<file path="config.mk">
export PLATFORM = sky130hd
export DESIGN_NAME = packet_consumer
export DESIGN_NICKNAME = d
export VERILOG_FILES = /design/src/rtl/packet_consumer.sv
export SDC_FILE = /design/constraint.sdc
export NUM_CORES = 1
export LEC_CHECK = 0
export BUFFER_PORTS_ARGS = -buffer_cell sky130_fd_sc_hd__buf_2
export CORE_AREA = 2 2 507 509
export CTS_BUF_LIST = sky130_fd_sc_hd__clkbuf_4
export DETAILED_ROUTE_END_ITERATION = 7
export DIE_AREA = 0 0 509 511
export HOLD_SLACK_MARGIN = 0.08
export PLACE_DENSITY_LB_ADDON = 0.2
export SKIP_CTS_REPAIR_TIMING = 1
export SYNTH_ARGS = -nofsm -noshare
export SYNTH_HDL_FRONTEND = slang
export SYNTH_SLANG_ARGS = --single-unit
</file>
<file path="constraint.sdc">
create_clock -name clk -period 12.6 [get_ports clk]
set_clock_uncertainty 0.2 [all_clocks]
set_input_delay 0.63 -clock clk [delete_from_list [all_inputs] [get_ports clk]]
set_output_delay 0.63 -clock clk [all_outputs]
set_load 0.1 [all_outputs]
</file>
<file path="src/rtl/packet_consumer.sv">
`default_nettype none
// ============================================================================
// Module   : packet_consumer
// Brief    : Terminating sink for a packet-size / packet-body AXI-Stream pair.
//            Measures body length from tkeep, checks it against the announced
//            size, and keeps packet/byte/error statistics.
// Revision : 1.0 - initial release
// ============================================================================
module packet_consumer #(
    parameter int DW    = 512,
    parameter int CNT_W = 32
) (
    input  logic              clk,
    input  logic              rst,

    input  logic [DW-1:0]     axis_packetbody_tdata,
    input  logic [DW/8-1:0]   axis_packetbody_tkeep,
    input  logic              axis_packetbody_tlast,
    input  logic              axis_packetbody_tvalid,
    output logic              axis_packetbody_tready,

    input  logic [DW-1:0]     axis_packetsize_tdata,
    input  logic [DW/8-1:0]   axis_packetsize_tkeep,
    input  logic              axis_packetsize_tlast,
    input  logic              axis_packetsize_tvalid,
    output logic              axis_packetsize_tready,

    input  logic [7:0]        throttle_mask,
    input  logic              clear,

    output logic              pkt_done,
    output logic [16:0]       last_len,
    output logic [CNT_W-1:0]  pkt_count,
    output logic [CNT_W-1:0]  byte_count,
    output logic [CNT_W-1:0]  err_count,
    output logic              err_len,
    output logic              err_keep
);

    localparam int c_KW = DW / 8;

    typedef enum logic [0:0] {
        c_ST_IDLE = 1'b0,
        c_ST_BODY = 1'b1
    } state_t;

    state_t             r_state;
    state_t             w_state_nxt;
    logic [2:0]         r_phase;
    logic [15:0]        r_exp_len;
    logic [16:0]        r_run_len;
    logic               r_pkt_err_keep;

    logic               r_pkt_done;
    logic [16:0]        r_last_len;
    logic [CNT_W-1:0]   r_pkt_count;
    logic [CNT_W-1:0]   r_byte_count;
    logic [CNT_W-1:0]   r_err_count;
    logic               r_err_len;
    logic               r_err_keep;

    logic               w_size_ready;
    logic               w_body_ready;
    logic               w_size_hs;
    logic               w_body_hs;
    logic               w_complete;
    logic [15:0]        w_size_len;
    logic [16:0]        w_pop;
    logic [17:0]        w_sum;
    logic [16:0]        w_final_len;
    logic               w_keep_full;
    logic               w_keep_contig;
    logic               w_keep_bad;
    logic               w_mismatch;
    logic               w_pkt_keep_err;
    logic [c_KW-1:0]    w_keep_p1;
    logic               w_unused;

    assign w_unused   = ^{axis_packetbody_tdata, axis_packetsize_tdata,
                          axis_packetsize_tkeep, axis_packetsize_tlast};
    assign w_size_len = 16'(axis_packetsize_tdata);

    // ------------------------------------------------------------------
    // FSM
    // ------------------------------------------------------------------
    always_ff @(posedge clk) begin
        if (rst) begin
            r_state <= c_ST_IDLE;
        end else begin
            r_state <= w_state_nxt;
        end
    end

    always_comb begin
        w_state_nxt  = r_state;
        w_size_ready = 1'b0;
        w_body_ready = 1'b0;
        case (r_state)
            c_ST_IDLE: begin
                w_size_ready = 1'b1;
                if (w_size_hs) begin
                    w_state_nxt = c_ST_BODY;
                end
            end
            c_ST_BODY: begin
                w_body_ready = throttle_mask[r_phase];
                if (w_body_hs && axis_packetbody_tlast) begin
                    w_state_nxt = c_ST_IDLE;
                end
            end
            default: w_state_nxt = c_ST_IDLE;
        endcase
    end

    // Readies are forced low while rst is held, independent of the stored state.
    assign axis_packetsize_tready = w_size_ready & ~rst;
    assign axis_packetbody_tready = w_body_ready & ~rst;

    assign w_size_hs  = axis_packetsize_tvalid & axis_packetsize_tready;
    assign w_body_hs  = axis_packetbody_tvalid & axis_packetbody_tready;
    assign w_complete = w_body_hs & axis_packetbody_tlast;

    // ------------------------------------------------------------------
    // Beat measurement and keep legality
    // ------------------------------------------------------------------
    always_comb begin
        w_pop = '0;
        for (int i = 0; i < c_KW; i++) begin
            w_pop = w_pop + 17'(axis_packetbody_tkeep[i]);
        end
    end

    assign w_sum       = {1'b0, r_run_len} + {1'b0, w_pop};
    assign w_final_len = w_sum[17] ? 17'h1FFFF : w_sum[16:0];

    // 2^n-1 patterns are exactly those where keep & (keep+1) has no bits set.
    assign w_keep_p1     = axis_packetbody_tkeep + c_KW'(1);
    assign w_keep_full   = &axis_packetbody_tkeep;
    assign w_keep_contig = (|axis_packetbody_tkeep) &&
                           ((axis_packetbody_tkeep & w_keep_p1) == '0);
    assign w_keep_bad    = axis_packetbody_tlast ? ~w_keep_contig : ~w_keep_full;

    assign w_mismatch     = (w_final_len != {1'b0, r_exp_len});
    assign w_pkt_keep_err = r_pkt_err_keep | w_keep_bad;

    // ------------------------------------------------------------------
    // Per-packet tracking
    // ------------------------------------------------------------------
    always_ff @(posedge clk) begin
        if (rst) begin
            r_phase        <= 3'd0;
            r_exp_len      <= 16'd0;
            r_run_len      <= 17'd0;
            r_pkt_err_keep <= 1'b0;
        end else begin
            r_phase <= r_phase + 3'd1;
            if (w_size_hs) begin
                r_exp_len      <= w_size_len;
                r_run_len      <= 17'd0;
                r_pkt_err_keep <= 1'b0;
            end else if (w_body_hs) begin
                r_run_len <= w_final_len;
                if (w_keep_bad) begin
                    r_pkt_err_keep <= 1'b1;
                end
            end
        end
    end

    // ------------------------------------------------------------------
    // Completion and statistics
    // ------------------------------------------------------------------
    always_ff @(posedge clk) begin
        if (rst) begin
            r_pkt_done   <= 1'b0;
            r_last_len   <= 17'd0;
            r_pkt_count  <= '0;
            r_byte_count <= '0;
            r_err_count  <= '0;
            r_err_len    <= 1'b0;
            r_err_keep   <= 1'b0;
        end else begin
            r_pkt_done <= w_complete;
            // A same-cycle clear wins: the completing packet is dropped from stats.
            if (clear) begin
                r_last_len   <= 17'd0;
                r_pkt_count  <= '0;
                r_byte_count <= '0;
                r_err_count  <= '0;
                r_err_len    <= 1'b0;
                r_err_keep   <= 1'b0;
            end else if (w_complete) begin
                r_last_len   <= w_final_len;
                r_pkt_count  <= r_pkt_count + CNT_W'(1);
                r_byte_count <= r_byte_count + CNT_W'(w_final_len);
                if (w_mismatch || w_pkt_keep_err) begin
                    r_err_count <= r_err_count + CNT_W'(1);
                end
                if (w_mismatch) begin
                    r_err_len <= 1'b1;
                end
                if (w_pkt_keep_err) begin
                    r_err_keep <= 1'b1;
                end
            end
        end
    end

    assign pkt_done   = r_pkt_done;
    assign last_len   = r_last_len;
    assign pkt_count  = r_pkt_count;
    assign byte_count = r_byte_count;
    assign err_count  = r_err_count;
    assign err_len    = r_err_len;
    assign err_keep   = r_err_keep;

endmodule
`default_nettype wire

</file>
### Word-level counts from Yosys, hierarchy flattened

Cells that the tools add are included.

| cells by class | value |
|---|---|
| $add $sub $neg | 69 |
| $lt $le $gt $ge | 1 |
| eq/ne operators | 1 |
| multiplexer cells | 9 |
| bitwise gates (word level) | 11 |
| reduce and logical (&&, ||, !) cells | 12 |

Operators with widths:

| operator | number |
|---|---|
| $add 17x1->17 | 47 |
| $add 32x1->32 const B | 2 |
| $add 64x1->64 const B | 1 |
| $and 64x64->64 | 1 |
| $logic_not 64->1 | 1 |
| $reduce_and 64->1 | 1 |
| $reduce_or 64->1 | 1 |
| $add 32x17->32 | 1 |
| $add 17x17->18 | 1 |
| $add 16x1->17 | 1 |
| $mux 17 | 1 |
| $ne 17x16->1 | 1 |
| $add 15x1->16 | 1 |
| $add 14x1->15 | 1 |
| $add 13x1->14 | 1 |
| $add 12x1->13 | 1 |
| $add 11x1->12 | 1 |
| $add 10x1->11 | 1 |
| $add 9x1->10 | 1 |
| $add 8x1->9 | 1 |
| $add 7x1->8 | 1 |
| $reduce_and 2->1 | 4 |
| $add 6x1->7 | 1 |
| $add 5x1->6 | 1 |
| 15 further kinds | 29 |

| storage, ports and cells | value |
|---|---|
| register bits | 154 |
| input port bits | 1,167 |
| output and inout bits | 118 |
| logic and storage cells | 115 |

### Longest topological paths before layout

Gate-level depths: netlist of the first run.

| logic depth | value |
|---|---|
| depth after elaboration | 68 |
| depth in mapped cells | 33 |
| mapped depth without buffers | 32 |

### Least setup slack after synthesis of the first run

No wires, ideal clock.

| timing | value |
|---|---|
| kind | input to register |
| start point | input axis_packetbody_tkeep[35] |
| end point | register r_byte_count[29] (netlist: byte_count[29]) |
| setup time | 128 ps |
| data arrival time | 9,037 ps |
| setup slack | 3,235 ps |
| stages | 32 |
| path buffers | 1 |
| cells stage by stage | inv_1 > fa_1 > inv_1 > fa_1 > fa_1 > inv_1 > fa_1 > inv_1 > fa_1 > fa_1 > fa_1 > inv_1 > fa_1 > inv_1 > ha_1 > nor2b_1 > o2111ai_1 > a31oi_4 > nand3_2 > clkbuf_1 > nand2_1 > ha_1 > a21o_1 > a21o_1 > a2111oi_0 > o31ai_1 > o41ai_1 > o21ai_0 > a21oi_1 > nor3_1 > xnor2_1 > nor2_1 |

| between the ends | value |
|---|---|
| word-level cells in the longest chain between the ends | 32 |

Ends and longest elaborated chain:

| what | line | source |
|---|---|---|
| start, declared | 17 | `input logic [DW/8-1:0] axis_packetbody_tkeep,` |
| $add 17x1->17 (29 in a row) | 129 | `w_pop = w_pop + 17'(axis_packetbody_tkeep[i]);` |
| $add 17x17->18 | 133 | `assign w_sum = {1'b0, r_run_len} + {1'b0, w_pop};` |
| $mux 17 | 134 | `assign w_final_len = w_sum[17] ? 17'h1FFFF : w_sum[16:0];` |
| named net w_final_len[1] | 70 | `logic [16:0] w_final_len;` |
| $add 32x17->32 | 195 | `r_byte_count <= r_byte_count + CNT_W'(w_final_len);` |
| end signal, assigned | 195 |  |
| end, declared | 57 | `logic [CNT_W-1:0] r_byte_count;` |

The timed path passes the listed nets, and every way through them passes these cells.
A chain may end at the register's enable or synchronous reset.

### Final worst setup path of the first run

Ends and elaborated chain as after synthesis.

==> metrics, run 1 <==
status=finished, final reports clean; Rows=186; Via Count=10683; slowest stage cell on the critical path=a2111oi_0; ys async rst share=0%; clk buf depth=2; vias in the first global route=10467; EDFF count, synth=0; core area=0.255 sq mm; DP HPWL=48200 um; largest family of logic cells by synthesized area=simple AND/OR/NAND/NOR gates; Global Route Usage Sum=4.48%; post-route cell area=0.0169 sq mm; post-layout util=6.61%; largest net degree at the start of global routing=66; Critical Path RT=13.11 ns; final setup vio count=0; initial antenna violation count=20; Least-Margin Pin Slew=0.934 ns; CTS tree=built; Synth Area in XOR/XNOR=5.33%; Syn Nets=2646; Post-layout nets=2857; top-count cell post-synth=nand2_1; Synth Area in Compound Gates=15.4%; syn avg cell area=8.15 sq um; drt drc=0; synth-to-layout area growth=50.8%; CP max FO=11; die area=0.260 sq mm; CP max stage delay=0.69 ns; Pre-antenna DRT Iters=5; Antenna Nets Post-Route=0; Simple-Gate Fraction of Synth Area=25.9%; Routed WL=58400 um; H-tree depth=4; first-pass GRT wire length=81900 um; area share of the largest cell type after synthesis=27.6%; port buffer count=211; top cells by area, synth=dfxtp_1 (28%), fa_1 (10%), ha_1 (5.6%); most used cell, CP=fa_1; Final min period=10.17 ns; Post-DP Area=0.0164 sq mm; RSZ-0062 raised after global routing=false; CP arrival=10.68 ns; Adder-Cell Fraction of Synth Area=15.8%; synth warn=0; critical path type=primary input to register; Post-Syn Instances=1372; Initial Utilization=4.38%; max cap viols=0; number of I/O pins=1285; Register Area=0.00308 sq mm; wire per inst=11.7 um; cell area after synthesis=0.0112 sq mm; dominant synthesized flop cell=dfxtp_1; leading area contributor after synthesis=dfxtp_1; dpl ws=1.20 ns; Hold Fails Final Rpt=0; mux share of post-synthesis cell area=3.65%; clock root buffer=clkbuf_4; Sink Count=154; Die H=511 um; share of cells above drive strength 1=19.1%; Max Slew Vio Count=0; area of the multi-input gates=0.00741 sq mm; startpoint types=primary input; CP Capture Type=register; DRT iter0 DRCs=415; period utilisation layout=80.7%; Max Clk Rate=0.0983 GHz; TritonCTS buffer count=17; setup ws final=2.43 ns; Skew-Pair Late Insertion Delay=0.83 ns; Commonest cells post-synth=nand2_1 (161), dfxtp_1 (154), nor2_1 (125), inv_1 (120), a21oi_1 (73); relative max-transition margin=37.6%; setup tns final=0 ns; gr ovfl total=0; Die Wd=509 um; gpl congestion=0.736; sequential fraction of the synthesis area=27.6%; Yosys cell types=79; HP Class=primary input to register; Vias/cell=2.14; filler instances=30116; Reg clk slew, reported paths=0.19 ns; Synth Register Bits=154
[logic make-up after synthesis]
family,Yosys count
mux,38
fa+ha+maj,107
flops,154
compound gates,254
buf+inv,179
simple gates,575
xor+xnor,65
[layout by cell type, fill, tap and decap left out, drive strengths merged, types with 5 or more instances in the layout]
master / Yosys / layout
a21o: 9 / 9
dfxtp: 154 / 154
mux2i: 34 / 34
o31ai: 10 / 10
clkbuf: 42 / 18
nand2: 161 / 161
a31oi: 11 / 11
clkinv: 0 / 6
fa: 57 / 57
and2: 11 / 11
xnor2: 35 / 35
o21ai: 50 / 50
nor3: 25 / 25
and4: 7 / 7
a2111oi: 15 / 15
nand2b: 19 / 19
o2111ai: 6 / 6
inv: 120 / 127
a211oi: 24 / 24
dlygate4sd3: 0 / 16
buf: 17 / 235
nor2b: 11 / 11
or2: 6 / 6
nor4: 24 / 24
a21oi: 84 / 84
and3: 21 / 21
o21a: 5 / 5
or3: 47 / 47
o22ai: 5 / 5
nor2: 125 / 125
diode: 0 / 10
ha: 50 / 50
nand4: 48 / 48
xor2: 28 / 28
nand3: 56 / 56
[layout make-up]
| cell class | instances | area share, % |
|---|---|---|
| Inverter | 120 | 2.68 |
| Tap cell | 3384 | 25.1 |
| Multi-Input combinational cell | 1039 | 43.9 |
| Antenna cell | 10 | 0.148 |
| Clock buffer | 18 | 0.801 |
| Timing Repair Buffer | 251 | 8.28 |
| Clock inverter | 14 | 0.793 |
| Sequential cell | 154 | 18.3 |
[through the flow]
step / hold slack, ns / std cells
after CTS: -0.388 / 4964
final: 0.253 / 4990
after global placement: 0.249 / 4932
after floorplan: 0.236 / 1372
after detailed placement: 0.240 / 4932
after global routing: 0.106 / 4985
[worst max-delay path: cells and delay by family]
kind / cells / cell delay (ns)
fa+ha+maj: 10 / 4.86
xor+xnor: 1 / 0.13
buf+inv: 10 / 1.00
compound gates: 8 / 3.13
simple gates: 5 / 0.89
[metal layers]
layer	wire, um	up-vias	track usage [%]
met2	27100	245	7.17
met4	465	10	0.807
met1	27800	5135	5.97
met5	58	-	0
met3	2920	37	1.29
li1	-	5256	-
[registers in the layout (all words and copies together) (netlist names)]
register / count
byte_count: 32
err_count: 32
err_keep: 1
err_len: 1
last_len: 17
pkt_count: 32
pkt_done: 1
r_exp_len: 16
r_phase: 3
r_pkt_err_keep: 1
r_run_len: 17
r_state: 1
[worst paths after layout]
check	depth (start not counted)	startpoint	slack, ns	endpoint
setup / recovery	34	axis_packetbody_tkeep[35]	2.43	byte_count[29]
hold / removal	4	clear	0.25	err_count[20]
setup reg to reg	30	r_run_len[0]	2.65	byte_count[29]
hold reg to reg	2	err_keep	0.26	err_keep
Power of run 1 is left out: the tool's default activity adds up to more than one toggle a clock period on the data nets, which glitch-free logic cannot reach.
==> run 2, diff against run 1 <==
- CORE_AREA: 2 2 507 509 -> 2 2 499 501
- DIE_AREA: 0 0 509 511 -> 0 0 501 503
- clock period: 12.6 -> 9.05 ns (I/O delays scaled with it)
==> run 2 against run 1 <==
  * Design area increased by 5.9%
  * Count of clock-buffer cells in the layout is 1 lower
  * First-iteration DRC count rose by 27%
  * Utilization grew 0.62 points
  * Flip-flop and latch count did not move
  * Non-clock buffer count increased by 142
  * Global-route usage is 0.33 points higher
  * Hold slack worse by 0.12 ns
  * Setup slack got worse by 2.0 ns
  * Highest routed layer unchanged
==> metrics, run 2 (synthesized netlist as in run 1, its figures left out) <==
status=finished, final reports clean; CP Capture Type=register; Sink Count=154; Sw Ratio=46.6%; port buffer count=211; core area=0.247 sq mm; Antenna Nets Post-Route=0; Die H=503 um; startpoint types=primary input; buffers and inverters on the worst path=12; total power draw=13.3 mW; Die Wd=501 um; Post-layout nets=2999; relative max-transition margin=34.5%; number of I/O pins=1285; combinational share of power=90.4%; drt drc=0; clk buf depth=2; Reg clk slew, reported paths=0.17 ns; Final min period=8.59 ns; DRT iter0 DRCs=527; Int Pwr=7.09 mW; # placed instances=4922; Skew-Pair Late Insertion Delay=0.77 ns; gr ovfl total=0; CP top delay family=adder cells; cell leakage power=6.32 nW; Max Slew Vio Count=0; Least-Margin Pin Slew=0.974 ns; Pre-antenna DRT Iters=5; max cap viols=0; Hold Fails Final Rpt=0; CP max stage delay=0.63 ns; most common cell after layout, fill and taps aside=buf_2; post-route cell area=0.0179 sq mm; TritonCTS buffer count=17; share of cells above drive strength 1=25.6%; Power Dens Cells=743 mW/mm^2; Rows=183; H-tree depth=4; first-pass GRT wire length=86500 um; setup tns final=0 ns; wire per inst=12.2 um; period utilisation layout=94.9%; clock group share of total power=4.2%; vias in the first global route=11434; Vias/cell=2.26; CP max FO=10; CP arrival=9.07 ns; HP Class=primary input to register; Routed WL=60900 um; DP HPWL=50600 um; Max Clk Rate=0.116 GHz; critical path type=primary input to register; clock root buffer=clkbuf_4; RSZ-0062 raised after global routing=false; P_sw=6.18 mW; largest net degree at the start of global routing=55; Critical Path RT=9.53 ns; CTS tree=built; gpl congestion=0.774; Global Route Usage Sum=4.81%; Via Count=11251; initial antenna violation count=19; final setup vio count=0; synth-to-layout area growth=59.7%; most used cell, CP=fa_1; slowest stage cell on the critical path=fa_1; Post-DP Area=0.0173 sq mm; die area=0.252 sq mm; Max VDD drop=1.16 mV; Initial Utilization=4.53%; commonest non-fill, non-tap cells in the layout=buf_2 (211), nand2_1 (161), buf_4 (158); Flop pwr share=5.4%; fin cells=4979
==> run 2: cell count changes in the layout (fill, tap and decap cells not counted), moves of 3 or more <==
cell,change
bufinv_16,+4
buf_4,+134
diode_2,-4
dlygate4sd3_1,+5
buf_12,+3
inv_8,-3
==> run 2: through the flow <==
| stage | util (%) | worst slack, ns | hold slack, ns |
|---|---|---|---|
| after floorplan | - | 0.0900 | 0.236 |
| after global placement | 7.00 | -0.694 | 0.243 |
| after detailed placement | 7.00 | -0.549 | 0.246 |
| after CTS | 7.13 | 0.150 | -0.494 |
| after global routing | 7.23 | 0.00722 | 0.0299 |
| final | 7.23 | 0.458 | 0.135 |
==> run 2: per-layer routing <==
| metal | vias to the layer above | global-route usage, % | part of all wire, % |
|---|---|---|---|
| met2 | 271 | 7.73 | 45 |
| li1 | 5536 | - | - |
| met1 | 5372 | 6.24 | 47 |
| met5 | - | 0 | 0.19 |
| met4 | 18 | 0.932 | 1.2 |
| met3 | 54 | 1.59 | 5.8 |
==> run 2: final timing paths <==
check / start / endpoint / slack (ns) / cells after the start
setup / recovery: axis_packetbody_tkeep[35] / byte_count[31] / 0.46 / 35
hold / removal: axis_packetsize_tvalid / r_state / 0.13 / 4
setup reg to reg: r_run_len[0] / byte_count[31] / 0.62 / 31
hold reg to reg: r_run_len[0] / r_run_len[0] / 0.26 / 2
==> run 2: area by class of cell <==
class	count	area (sq um)
fill	29059	229000
multi-input combinational	1039	7440
tap	3237	4050
sequential	154	3080
timing repair buffer	393	2510
inverter	120	450
clock inverter	13	193
clock buffer	17	128
antenna	6	15.0
==> run 2: worst register-to-register path, delay by kind of cell (launching register included) <==
family	cells	cell delay (ns)
AO/OA/AOI/OAI	8	1.58
AND/OR/NAND/NOR	5	0.97
buffers and inverters	9	1.09
flip-flops	1	0.35
adder cells (fa/ha/maj)	9	4.15
==> run 2: power groups by stage <==
stage | clock network, mW | registers (mW) | logic, mW
final | 0.556 | 0.712 | 12.0
after global routing | 0.624 | 0.716 | 13.5
after CTS | 0.608 | 0.714 | 12.4
after detailed placement | 0 | 0.729 | 12.3
after global placement | 0 | 0.729 | 12.5
after floorplan | 0 | 0.747 | 5.55
(Power assumes the default switching activity.)
